`config.mk`:
```
export PLATFORM = sky130hd
export DESIGN_NAME = uart_tx_scheduler
export DESIGN_NICKNAME = d
export VERILOG_FILES = /design/src/rtl/uart_sched_pkg.sv /design/src/rtl/sync_fifo.sv /design/src/rtl/uart_tx_scheduler.sv
export SDC_FILE = /design/constraint.sdc
export NUM_CORES = 1
export LEC_CHECK = 0
export ABC_AREA = 1
export BUFFER_PORTS_ARGS = -buffer_cell sky130_fd_sc_hd__buf_2
export CAP_MARGIN = 20
export CORE_MARGIN = 2
export CORE_UTILIZATION = 49
export CTS_CLUSTER_SIZE = 12
export DETAILED_ROUTE_END_ITERATION = 7
export GPL_TIMING_DRIVEN = 0
export PLACE_DENSITY = 0.66
export SYNTH_ARGS = -nofsm -noshare
export SYNTH_HDL_FRONTEND = slang
export SYNTH_HIERARCHICAL = 1
export SYNTH_SLANG_ARGS = --single-unit
```
`constraint.sdc`:
```
create_clock -name clk -period 4.13 [get_ports clk]
set_clock_uncertainty 0.05 [all_clocks]
set_input_delay 0.6195 -clock clk [delete_from_list [all_inputs] [get_ports clk]]
set_output_delay 0.6195 -clock clk [all_outputs]
set_load 0.03 [all_outputs]
```
`src/rtl/uart_sched_pkg.sv`:
```
// ============================================================================
// Module   : uart_sched_pkg
// Brief    : Shared encodings for the UART transmit scheduler and the MMU.
// Revision : 1.0
// ============================================================================
`default_nettype none

package uart_sched_pkg;

  localparam logic [1:0] IDLE      = 2'd0;
  localparam logic [1:0] ISSUE     = 2'd1;
  localparam logic [1:0] WAIT_BUSY = 2'd2;
  localparam logic [1:0] WAIT_DONE = 2'd3;

  typedef enum logic [1:0] {
    S_IDLE      = IDLE,
    S_ISSUE     = ISSUE,
    S_WAIT_BUSY = WAIT_BUSY,
    S_WAIT_DONE = WAIT_DONE
  } sched_state_t;

  localparam logic [31:0] UART_DATA_ADDR   = 32'h0000_4000;
  localparam logic [31:0] UART_STATUS_ADDR = 32'h0000_4004;

  // Bit positions of the UART_STATUS word returned by the MMU
  localparam int STATUS_TX_IDLE_BIT    = 0;
  localparam int STATUS_FIFO_FULL_BIT  = 1;
  localparam int STATUS_FIFO_EMPTY_BIT = 2;
  localparam int STATUS_OVERFLOW_BIT   = 3;

  function automatic logic [3:0] pack_status(input logic tx_idle,
                                             input logic fifo_full,
                                             input logic fifo_empty,
                                             input logic overflow);
    logic [3:0] v;
    v = '0;
    v[STATUS_TX_IDLE_BIT]    = tx_idle;
    v[STATUS_FIFO_FULL_BIT]  = fifo_full;
    v[STATUS_FIFO_EMPTY_BIT] = fifo_empty;
    v[STATUS_OVERFLOW_BIT]   = overflow;
    return v;
  endfunction

endpackage

`default_nettype wire

```
`src/rtl/sync_fifo.sv`:
```
// ============================================================================
// Module   : sync_fifo
// Brief    : Single-clock FIFO with registered pointers, occupancy and clear.
// Revision : 1.0
// ============================================================================
`default_nettype none

module sync_fifo #(
  parameter int DEPTH  = 16,
  parameter int DATA_W = 8
) (
  input  logic                       clk,
  input  logic                       rst,
  input  logic                       clear,
  input  logic                       push,
  input  logic                       pop,
  input  logic [DATA_W-1:0]          wr_data,
  output logic [DATA_W-1:0]          rd_data,
  output logic                       full,
  output logic                       empty,
  output logic [$clog2(DEPTH):0]     count
);

  localparam int AW = $clog2(DEPTH);
  localparam int CW = AW + 1;

  logic [DATA_W-1:0] r_mem [DEPTH];
  logic [AW-1:0]     r_wr_ptr;
  logic [AW-1:0]     r_rd_ptr;
  logic [CW-1:0]     r_count;
  logic              w_pop_ok;
  logic              w_push_ok;

  // A pop frees a slot in the same cycle, so a full FIFO can still accept
  assign w_pop_ok  = pop && !empty;
  assign w_push_ok = push && (!full || w_pop_ok);

  always_ff @(posedge clk or posedge rst) begin
    if (rst) begin
      r_wr_ptr <= '0;
      r_rd_ptr <= '0;
      r_count  <= '0;
    end else if (clear) begin
      r_wr_ptr <= '0;
      r_rd_ptr <= '0;
      r_count  <= '0;
    end else begin
      if (w_push_ok) r_wr_ptr <= r_wr_ptr + 1'b1;
      if (w_pop_ok)  r_rd_ptr <= r_rd_ptr + 1'b1;
      r_count <= r_count + CW'(w_push_ok) - CW'(w_pop_ok);
    end
  end

  always_ff @(posedge clk) begin
    if (w_push_ok && !clear) r_mem[r_wr_ptr] <= wr_data;
  end

  assign rd_data = r_mem[r_rd_ptr];
  assign count   = r_count;
  assign full    = (r_count == CW'(DEPTH));
  assign empty   = (r_count == '0);

endmodule

`default_nettype wire

```
`src/rtl/uart_tx_scheduler.sv`:
```
// ============================================================================
// Module   : uart_tx_scheduler
// Brief    : Queues CPU bytes and paces single-cycle start strobes to uart_tx.
//            Optional flush port enabled by UART_TX_SCHED_FLUSH_EN.
// Revision : 1.0
// ============================================================================
`default_nettype none

module uart_tx_scheduler
  import uart_sched_pkg::*;
#(
  parameter int DEPTH        = 16,
  parameter int DATA_W       = 8,
  parameter int BUSY_TIMEOUT = 15
) (
  input  logic                   clk,
  input  logic                   rst,
  input  logic                   wr_en,
  input  logic [DATA_W-1:0]      wr_data,
  input  logic                   clr_overflow,
  input  logic                   uart_busy,
  output logic                   uart_write_en,
  output logic [DATA_W-1:0]      uart_data,
  output logic                   fifo_full,
  output logic                   fifo_empty,
  output logic [$clog2(DEPTH):0] fifo_count,
  output logic                   overflow,
  output logic                   tx_idle
`ifdef UART_TX_SCHED_FLUSH_EN
  ,
  input  logic                   flush
`endif
);

  localparam int TW = $clog2(BUSY_TIMEOUT + 1);
  localparam logic [TW-1:0] C_TMO_LAST = TW'(BUSY_TIMEOUT - 1);

  sched_state_t      r_state;
  sched_state_t      w_state_nxt;
  logic [TW-1:0]     r_tmo;
  logic [DATA_W-1:0] r_data;
  logic              r_overflow;
  logic [DATA_W-1:0] w_head;
  logic              w_pop;
  logic              w_drop;
  logic              w_flush;

`ifdef UART_TX_SCHED_FLUSH_EN
  assign w_flush = flush;
`else
  assign w_flush = 1'b0;
`endif

  sync_fifo #(
    .DEPTH  (DEPTH),
    .DATA_W (DATA_W)
  ) u_fifo (
    .clk     (clk),
    .rst     (rst),
    .clear   (w_flush),
    .push    (wr_en),
    .pop     (w_pop),
    .wr_data (wr_data),
    .rd_data (w_head),
    .full    (fifo_full),
    .empty   (fifo_empty),
    .count   (fifo_count)
  );

  always_comb begin
    w_state_nxt = r_state;
    case (r_state)
      S_IDLE:      if (!fifo_empty && !uart_busy) w_state_nxt = S_ISSUE;
      S_ISSUE:     w_state_nxt = S_WAIT_BUSY;
      // A transmitter that never acknowledges must not stall the queue
      S_WAIT_BUSY: begin
        if (uart_busy)                 w_state_nxt = S_WAIT_DONE;
        else if (r_tmo == C_TMO_LAST)  w_state_nxt = S_IDLE;
      end
      S_WAIT_DONE: if (!uart_busy) w_state_nxt = S_IDLE;
      default:     w_state_nxt = S_IDLE;
    endcase
  end

  assign w_pop  = (r_state == S_ISSUE);
  assign w_drop = wr_en && fifo_full && !w_pop && !w_flush;

  always_ff @(posedge clk or posedge rst) begin
    if (rst) begin
      r_state    <= S_IDLE;
      r_tmo      <= '0;
      r_data     <= '0;
      r_overflow <= 1'b0;
    end else begin
      r_state <= w_state_nxt;
      if (r_state == S_ISSUE)          r_tmo <= '0;
      else if (r_state == S_WAIT_BUSY) r_tmo <= r_tmo + 1'b1;
      if (r_state == S_IDLE && w_state_nxt == S_ISSUE) r_data <= w_head;
      if (w_drop)            r_overflow <= 1'b1;
      else if (clr_overflow) r_overflow <= 1'b0;
    end
  end

  assign uart_write_en = (r_state == S_ISSUE);
  assign uart_data     = r_data;
  assign overflow      = r_overflow;
  assign tx_idle       = fifo_empty && (r_state == S_IDLE) && !uart_busy;

endmodule

`default_nettype wire

```
* After elaboration in Yosys (flattened, before gate mapping)
Memories as Yosys holds them, arrays and structs flattened. A register that Yosys moved wholly into a read port is not among the register bits. Index checks and enable logic that the tools add are counted. Widths: inputs -> output; s select.
Word-level totals: register bits 20, bits in latches 0, memory bits (writable) 128, memory bits (read-only) 0, input bits 13, output and inout port bits 18, logic and storage cells 46, memories kept 1
Memories:
- u_fifo.r_mem | depth 16, width 8, rd ports 1, clocked after memory_dff 1, write ports 1, line sync_fifo.sv:27 | logic [DATA_W-1:0] r_mem [DEPTH];
Operators by class: add/subtract/negate cells 5, multiply operators 0, div/mod/pow operators 0, order comparisons 0, equality and inequality tests 6, shift-type cells 0, multiplexer cells 11, bitwise logic cells 0, reduce and logical (&&, ||, !) cells 17
Operator list (number):
- $add 4x1->4 const B | 3
- $logic_and 1x1->1 | 8
- $mux 2 | 4
- $mux 4 | 2
- $pmux 2 s4 | 1
- $add 5x1->5 | 1
- $eq 5x5->1 const B | 1
- $logic_not 5->1 | 1
- $sub 5x1->5 | 1
- $eq 2x1->1 const B | 2
- $eq 2x2->1 const B | 2
- $eq 4x4->1 const B | 1
- $logic_not 1->1 | 4
- $mux 1 | 4
- $reduce_bool 2->1 | 2
- $logic_not 2->1 | 1
- $logic_or 1x1->1 | 1

* Logic depth before layout (Yosys ltp)
Gate-level depths: netlist (run 1).
depth after elaboration 7, gate-level depth with buffers 16, depth with buffers taken out 16

* By module
Netlist (run 1), hierarchy kept.
Modules (own cells, without submodules):
- sync_fifo | instances 1, cells an instance 646, area each 6441.2 sq um, sequential area each 4169.0 sq um
- uart_tx_scheduler | instances 1, cells an instance 96, area each 807.0 sq um, sequential area each 375.4 sq um

* Worst setup path before layout (run 1)
No wires, ideal clock.
path type reg-to-reg, start point register r_state[0], end point register u_fifo.r_count[4] (netlist: u_fifo/count[4]), setup time 117 ps, data arrival time 2346 ps, required time 3963 ps, path slack 1617 ps, stages on the path, launching flop included 16, path buffers 0, clock period less this slack 2513 ps, cell sequence dfrtp_1 > ha_1 > inv_2 > nand4_1 > nand2_2 > inv_2 > nand2_1 > nand2_1 > ha_1 > fa_1 > nand2_1 > nand2_1 > a21oi_1 > nand2_1 > nand2_1 > nor2_1
Between the ends: cells in the longest elaborated chain, start to end 6
RTL lines:
- start: declaration | line uart_tx_scheduler.sv:38 | sched_state_t r_state;
- start signal: assignment | line uart_tx_scheduler.sv:95 | r_state <= w_state_nxt;
- $eq 2x1->1 *
- via uart_write_en | line uart_tx_scheduler.sv:22 | output logic uart_write_en,
- $logic_and 1x1->1 * | line sync_fifo.sv:35 | assign w_pop_ok = pop && !empty;
- $logic_or 1x1->1 | line sync_fifo.sv:36 | assign w_push_ok = push && (!full || w_pop_ok);
- $logic_and 1x1->1 | line sync_fifo.sv:36
- $add 5x1->5 | line sync_fifo.sv:50 | r_count <= r_count + CW'(w_push_ok) - CW'(w_pop_ok);
- $sub 5x1->5 * | line sync_fifo.sv:50
- end signal: assignment | line sync_fifo.sv:50
- end: declaration | line sync_fifo.sv:30 | logic [CW-1:0] r_count;
Mark *: on every way through the listed nets, which the timed path passes. The rest lies on a longest branch. A chain may end at the register's enable or synchronous reset.

* Worst setup path in the final report (run 1)
start point register r_state[1], end point register u_fifo.r_count[4] (netlist: u_fifo/count[4])
Between the ends: cells in the longest elaborated chain, start to end 6
RTL lines:
- $eq 2x1->1 * | line uart_tx_scheduler.sv:85 | assign w_pop = (r_state == S_ISSUE);
- $logic_and 1x1->1 * | line sync_fifo.sv:35
- $logic_or 1x1->1 | line sync_fifo.sv:36
- $logic_and 1x1->1 | line sync_fifo.sv:36
- $add 5x1->5 | line sync_fifo.sv:50
- $sub 5x1->5 * | line sync_fifo.sv:50
Mark *: on every way between the ends. The rest lies on a longest branch, timed or not.

==> results of run 1 <==
## worst min path at each step
stage                             start                        endpoint  slack [ns]  cells after the start
4_1_cts                             rst       u_fifo/count[3]$_DFF_PP0_        0.19                      2
2_1_floorplan                       rst       u_fifo/count[0]$_DFF_PP0_        0.45                      1
5_1_grt                             rst       u_fifo/count[3]$_DFF_PP0_        0.23                      2
6_report                            rst  u_fifo/r_wr_ptr[2]$_DFFE_PP0P_        0.19                      2
3_3_place_gp   uart_data[2]$_DFFE_PP0P_        uart_data[2]$_DFFE_PP0P_        0.43                      2
3_5_place_dp   uart_data[7]$_DFFE_PP0P_        uart_data[7]$_DFFE_PP0P_        0.43                      2
## registers in the layout, indices dropped and copies added (netlist names)
signal and count:
u_fifo/r_wr_ptr 4, overflow 1, r_tmo 4, u_fifo/r_mem 128
r_state 2, u_fifo/r_rd_ptr 4, u_fifo/count 5, uart_data 8
## layer usage
metal / up-vias / track usage, %
li1: 2486 / -
met2: 181 / 34.69
met1: 2448 / 29.34
met3: 26 / 4.885
met5: - / 0
met4: 0 / 8.824
## cells by family (layout without fill, tap and decap cells)
family / after synthesis / in the layout / synth area share (%)
AO/OA/AOI/OAI: 23 / 23 / 2.020
XOR/XNOR: 3 / 3 / 0.3626
adder cells (fa/ha/maj): 17 / 17 / 3.038
buffers and inverters: 118 / 180 / 7.336
flip-flops: 156 / 156 / 62.70
other: 1 / 4 / 0.05174
AND/OR/NAND/NOR: 424 / 424 / 24.50
## layout by cell type, fill, tap and decap left out, drive strengths merged
cell type,count
nand2,265
edfxtp,128
inv,98
nor2,82
nand3,68
buf,51
dfrtp,28
clkbuf,22
ha,16
o21ai,15
a21oi,5
nand4,5
clkinv,5
conb,4
bufinv,3
xor2,3
o211ai,1
a21boi,1
nor3b,1
a31oi,1
nor3,1
clkinvlp,1
and2,1
or2,1
fa,1
## critical path, stage by stage (launching register included)
cell,delay [ns]
dfrtp_1,0.46
inv_1,0.10
ha_1,0.28
inv_2,0.07
nand4_1,0.20
nand2_2,0.20
inv_2,0.08
nand2_1,0.06
nand2_1,0.06
ha_1,0.20
fa_1,0.41
nand2_1,0.09
nand2_1,0.06
a21oi_1,0.17
nand2_1,0.07
nand2_1,0.06
nor2_1,0.04
## stage by stage
stage	total power (µW)	std cells	instance area, µm²	worst slack [ns]	hold WS [ns]
2_1_floorplan	2956	745	7259	1.617	0.4465
3_3_place_gp	3333	959	7640	1.509	0.4312
3_5_place_dp	3383	959	7640	1.435	0.4280
4_1_cts	4997	991	8253	1.390	0.1941
5_1_grt	5251	991	8253	1.118	0.2289
6_report	4980	991	8253	1.361	0.1895
## report_power, final
part | switching [µW] | internal [µW] | total (µW)
logic | 992 | 443 | 1440
registers | 101 | 1830 | 1930
clock network | 650 | 966 | 1620
## area by class of cell
| type | count | area [µm²] |
|---|---|---|
| Clock inverter | 14 | 183.9 |
| Timing Repair Buffer | 30 | 150.1 |
| Clock buffer | 18 | 429.2 |
| Multi-Input combinational cell | 471 | 2183 |
| Sequential cell | 156 | 4544 |
| Buffer | 25 | 180.2 |
| Inverter | 93 | 351.6 |
| Fill cell | 1249 | 6226 |
| Tap cell | 184 | 230.2 |
==> results.md, run 1 <==
* Post-synthesis sequential element count at 156
* Total track usage at a little over a fifth
* Flop2flop setup slack at 1.36 ns
* Die Y-Extent at 125.6 µm
* Worst VDD drop at 0.0003782 V
* Routed metal-1 wire length at between 7000 and 8000 µm
* WP data required at 4.39 ns
* Setup violations, final at 0
* I/O Pins at 31
* Vias in the first global route at just under 5k
* WL met2 at 7747 µm
* CTS Buf Count at 17
* Clk pin slew, worst setup/hold paths at 0.07 ns
* Initial Util at 50.06%
* Vias at 5141
* Die area at roughly 16000 µm²
* Residual DRC at 0
* Hold Fails Final Rpt at 0
* Syn Area/Cell at slightly below 10 µm²
* Root Driver: clkbuf_16
* Leak at about 0.0036 µW
* Max Slew Vio Count at 0
* Critical path startpoint: r_state[1]$_DFF_PP0_
* Synth cell types at 35
* Crit end category: flip-flop
* Largest cells by area after synthesis: edfxtp_1 (53%), nand2_1 (14%), dfrtp_1 (9.7%), inv_1 (4.4%), nor2_1 (4.1%)
* RSZ-0062 raised after global routing: false
* Setup Buffers After CTS at 0
* Reg2reg path depth at 16
* Maximum fanout along the worst path at 6
* Synth area leader: edfxtp_1
* Rows at 44
* Critical R2R Capture: u_fifo/count[4]$_DFF_PP0_
* Fraction of layout cells with a size suffix above 1 at 13.26%
* Crit Path Category: flip-flop to flip-flop
* CTS H-Tree Depth at 4
* Detailed Place HPWL at 11150 µm
* Total routed wirelength at 16260 µm
* Most frequent cell after synthesis: nand2_1
* Max Used Layer: met4
* Tmin final at approximately 2.8 ns
* FF-to-FF Start: r_state[1]$_DFF_PP0_
* Clk Latency, worst-skew pair at 0.42 ns
* I/O Buffers at 30
* RD Place Congestion at between 0.8 and 0.9
* Final core occ at 57.00%
* Syn Std Cell Area at 7248 µm²
* Antenna violations before repair at 0
* Post-layout net count at 824
* Vias per std cell at 5.188
* Setup TNS at 0 ns
* Slew margin rel. at 44.24%
* Wire length on met3 at 1027 µm
* Largest net degree at the start of global routing at 17
* Iter 0 DRT Violations at 520
* Remaining antenna violation count at 0
* Pwr Density at 603.4 nW/µm²
* Worst slew pin tran at 0.8333 ns
* CTS Hold Bufs at 0
* CTS tree: done
* Clk sinks at 156
* 1st-pass router iterations at 5
* Remaining Overflow, GRT at 0
* Syn Inst Count at between 700 and 800
* Arr. time, crit path at 3.03 ns
* First-pass GRT wire length at ~26000 µm
* CTS Buffer Depth at 2
* CTS resizes at 0
* Asr flop ratio synth at approximately 18%
* Number of synthesized flops with an enable pin at between 100 and 150
* Worst hold path type: primary input to asynchronous set/reset pin
* Core Footprint at 14480 µm²
* Ratio of final minimum period to clock period at about two thirds
* Sequential area share after synthesis at 62.70%
* CP Capture Point: u_fifo/count[4]$_DFF_PP0_
* # diodes at 0
* Startpoint type of the worst setup path: flip-flop
* Routed WL per cell at approximately 16 µm
* Fmax at 0.3612 GHz
* Predominant post-synthesis flop cell: edfxtp_1
* Yosys Warn Count at 6
* Commonest cells in the netlist: nand2_1 (263), edfxtp_1 (128), inv_1 (85)
* Max cap viols at 0
* Synth top area share at 53.03%
* Die X at 125.6 µm
* Status: finished clean
* Area Growth Syn to Fin at 13.86%
No activity file was read; power rests on OpenSTA's default activity.
==> run 2: changes to the inputs <==
Settings changed: PLACE_DENSITY 0.66 to 0.68.
Clock period 4.13 ns to 2.25 ns, I/O delays scaled along.
==> run 2 against run 1 <==
  * The run now ends with negative setup slack left
  * First-iteration DRC count down 20%
  * Via count increased by 0.35%
  * Setup slack worse by 1.4 ns
  * Global-route usage barely moved
  * Final cell count rose by 0.81%
  * Count of clock-buffer cells in the layout stayed put
  * Utilization rose by 1.9 points
  * Critical path type unchanged
  * Highest routed layer unchanged
  * Critical path depth stayed put
  * Cell area up 3.3%
  * Power is 92% higher
  * Clock power rose by 91%
==> results.md, run 2 (same netlist as run 1, synthesis figures left out) <==
* CTS Buffer Depth at 2 (unchanged)
* RSZ-0062 raised after global routing: true
* Hold Fails Final Rpt at 0 (unchanged)
* Residual DRC at 0 (unchanged)
* Iter 0 DRT Violations at 416 (-20%)
* Max cap viols at 0 (unchanged)
* Startpoint type of the worst setup path: flip-flop
* Rows at 44 (unchanged)
* Worst VDD drop at 0.0006037 V (+60%)
* Failing checks: negative setup slack
* I/O Buffers at 30 (unchanged)
* Worst hold path endpoint: overflow$_DFFE_PP0P_
* Crit end category: flip-flop
* Pwr Density at 1119 nW/µm² (+85%)
* Worst hold path type: primary input to flip-flop
* Sequential cell area at 4549 µm² (+0.11%)
* Remaining antenna violation count at 0 (unchanged)
* Initial Util at 50.06% (unchanged)
* CTS tree: done
* CTS H-Tree Depth at 4 (unchanged)
* Total track usage at 21.81% (about the same)
* Vias in the first global route at 4982 (+1.3%)
* Setup violations, final at 1 (+1)
* Ratio of final minimum period to clock period at 100.1% (+33 points)
* Largest net degree at the start of global routing at 17 (unchanged)
* I/O Pins at 31 (unchanged)
* Root Driver: clkbuf_16
* Clk Latency, worst-skew pair at 0.42 ns (about the same)
* Detailed Place HPWL at 10930 µm (-2.0%)
* Fmax at 0.4440 GHz (+23%)
* # diodes at 0 (unchanged)
* Antenna violations before repair at 0 (unchanged)
* FF-to-FF Start: r_state[1]$_DFF_PP0_
* Routed WL per cell at 16.62 µm (+1.3%)
* Most flops, register: u_fifo/r_mem
* Clk pin slew, worst setup/hold paths at 0.06 ns (about the same)
* Post-layout worst setup margin at -0.002444 ns (-1.364 ns)
* Dpl cell area at 7667 µm² (+0.36%)
* Status: complete, but fails checks
* CP most frequent cell: nand2_1
* WP data required at 2.52 ns (-1.87 ns)
* Power Total at 9541 µW (+92%)
* Crit Path Category: flip-flop to flip-flop
* Fraction of layout cells with a size suffix above 1 at 17.91% (+4.7 points)
* RD Place Congestion at 0.9077 (+4.3%)
* Final Cell Area at 8526 µm² (+3.3%)
* Core Footprint at 14480 µm² (unchanged)
* Vias per std cell at 5.164 (-0.45%)
* First-pass GRT wire length at 25930 µm (-0.24%)
* Max Slew Vio Count at 0 (unchanged)
* Critical Path Slowest Stage Cell: dfrtp_2
* Reg2reg path depth at 16 (unchanged)
* Slew margin rel. at 62.13% (+18 points)
* FILL cells at 1224 (-2.0%)
* Die Y-Extent at 125.6 µm (unchanged)
* Tmin final at 2.252 ns (-0.5162 ns)
* Vias at 5159 (+0.35%)
* Arr. time, crit path at 2.52 ns (-0.51 ns)
* Remaining Overflow, GRT at 0 (unchanged)
* Clk sinks at 156 (unchanged)
* Flop2flop setup slack at -0.002 ns (-1.36 ns)
* Die area at 15780 µm² (unchanged)
* Leak at 0.003667 µW (+1.2%)
* Maximum fanout along the worst path at 5 (-1)
* Hold path start: clr_overflow
* Hold depth at 2
* Multi-input logic area at 2352 µm² (+7.7%)
* Die X at 125.6 µm (unchanged)
* Area Growth Syn to Fin at 17.62%
* Cell Chain, Critical Path: inv_2, ha_4, inv_2, nand4_1, nand2_2, inv_4, nand2_4, nand2_4, ha_4, fa_2, nand2_1, nand2_1, a21oi_2, nand2_1, nand2_1, nor2_1
* Post-layout net count at 832 (+0.97%)
* Worst slew pin tran at 0.5674 ns (-0.2660 ns)
* Most frequent cells in the layout: nand2_1 (260), edfxtp_1 (128), inv_1 (82)
* Total routed wirelength at 16600 µm (+2.1%)
* CTS Buf Count at 17 (unchanged)
* 1st-pass router iterations at 5 (unchanged)
* Crit-path max cell delay at 0.39 ns (-0.07 ns)
* Max reg flops at 128 (unchanged)
* Setup TNS at -0.002444 ns (-0.002444 ns)
* Critical R2R Capture: u_fifo/count[4]$_DFF_PP0_
* Commonest non-fill, non-tap cell in the layout: nand2_1
## run 2: changes by cell type in the layout (fill, tap and decap cells not counted), sizes merged
cell	delta
inv	-4
buf	+7
bufinv	+2
clkinv	-2
clkinvlp	+4
dlygate4sd3	+1
## run 2: cell type report
cell class / count / area share (%)
flip-flops and latches: 156 / 53.36
multi-input cells: 471 / 27.59
clock buffers: 18 / 5.034
inverters: 93 / 4.153
well taps: 184 / 2.700
clock inverters: 14 / 2.554
repair buffers: 38 / 2.495
plain buffers: 25 / 2.113
## run 2: stage by stage
stage	instances	setup slack, ns	util [%]	hold WS [ns]
global placement	959	-0.1692	52.96	0.3497
detailed placement	959	-0.2297	52.96	0.3676
finish	999	-0.002444	58.88	0.05642
global route	999	-0.1568	58.88	0.05051
floorplan	745	-0.01968	-	0.1643
CTS	994	-0.1097	57.92	0.04562
## run 2: timing repair
action,CTS,global route
hold buffers,1,0
pin swaps,1,8
resized for setup,19,20
buffers inserted,2,5
hold endpoints to repair,28,0
setup endpoints to repair,131,55
## run 2: where the power goes
group | internal [µW] | switching (µW) | total [µW]
Sequential | 3360 | 173 | 3530
Clock | 1970 | 1130 | 3100
Combinational | 944 | 1960 | 2900
Total | 6280 | 3260 | 9540
## run 2: worst max path at each step
stage,depth (start not counted),slack [ns],from,to
2_1_floorplan,16,-0.02,r_state[1]$_DFF_PP0_,u_fifo/count[4]$_DFF_PP0_
3_3_place_gp,16,-0.17,r_state[1]$_DFF_PP0_,u_fifo/count[4]$_DFF_PP0_
3_5_place_dp,16,-0.23,r_state[1]$_DFF_PP0_,u_fifo/count[4]$_DFF_PP0_
4_1_cts,16,-0.11,r_state[1]$_DFF_PP0_,u_fifo/count[4]$_DFF_PP0_
5_1_grt,16,-0.16,r_state[1]$_DFF_PP0_,u_fifo/count[4]$_DFF_PP0_
6_report,16,-0.002,r_state[1]$_DFF_PP0_,u_fifo/count[4]$_DFF_PP0_
## run 2: critical path: cells and delay by family (launching register included)
family,cells,cell delay (ns)
AOI/OAI and AO/OA,1,0.15
adders and majority gates,3,0.72
buffers and inverters,3,0.16
DFF,1,0.39
and+or+nand+nor,9,0.67
## run 2: routing by layer
| layer | share of wire [%] | GRT usage (%) | vias up |
|---|---|---|---|
| met4 | 2.3 | 7.124 | 0 |
| met3 | 6.2 | 5.310 | 32 |
| met1 | 43 | 28.82 | 2467 |
| li1 | - | - | 2501 |
| met2 | 49 | 35.80 | 159 |
| met5 | 0 | 0 | - |
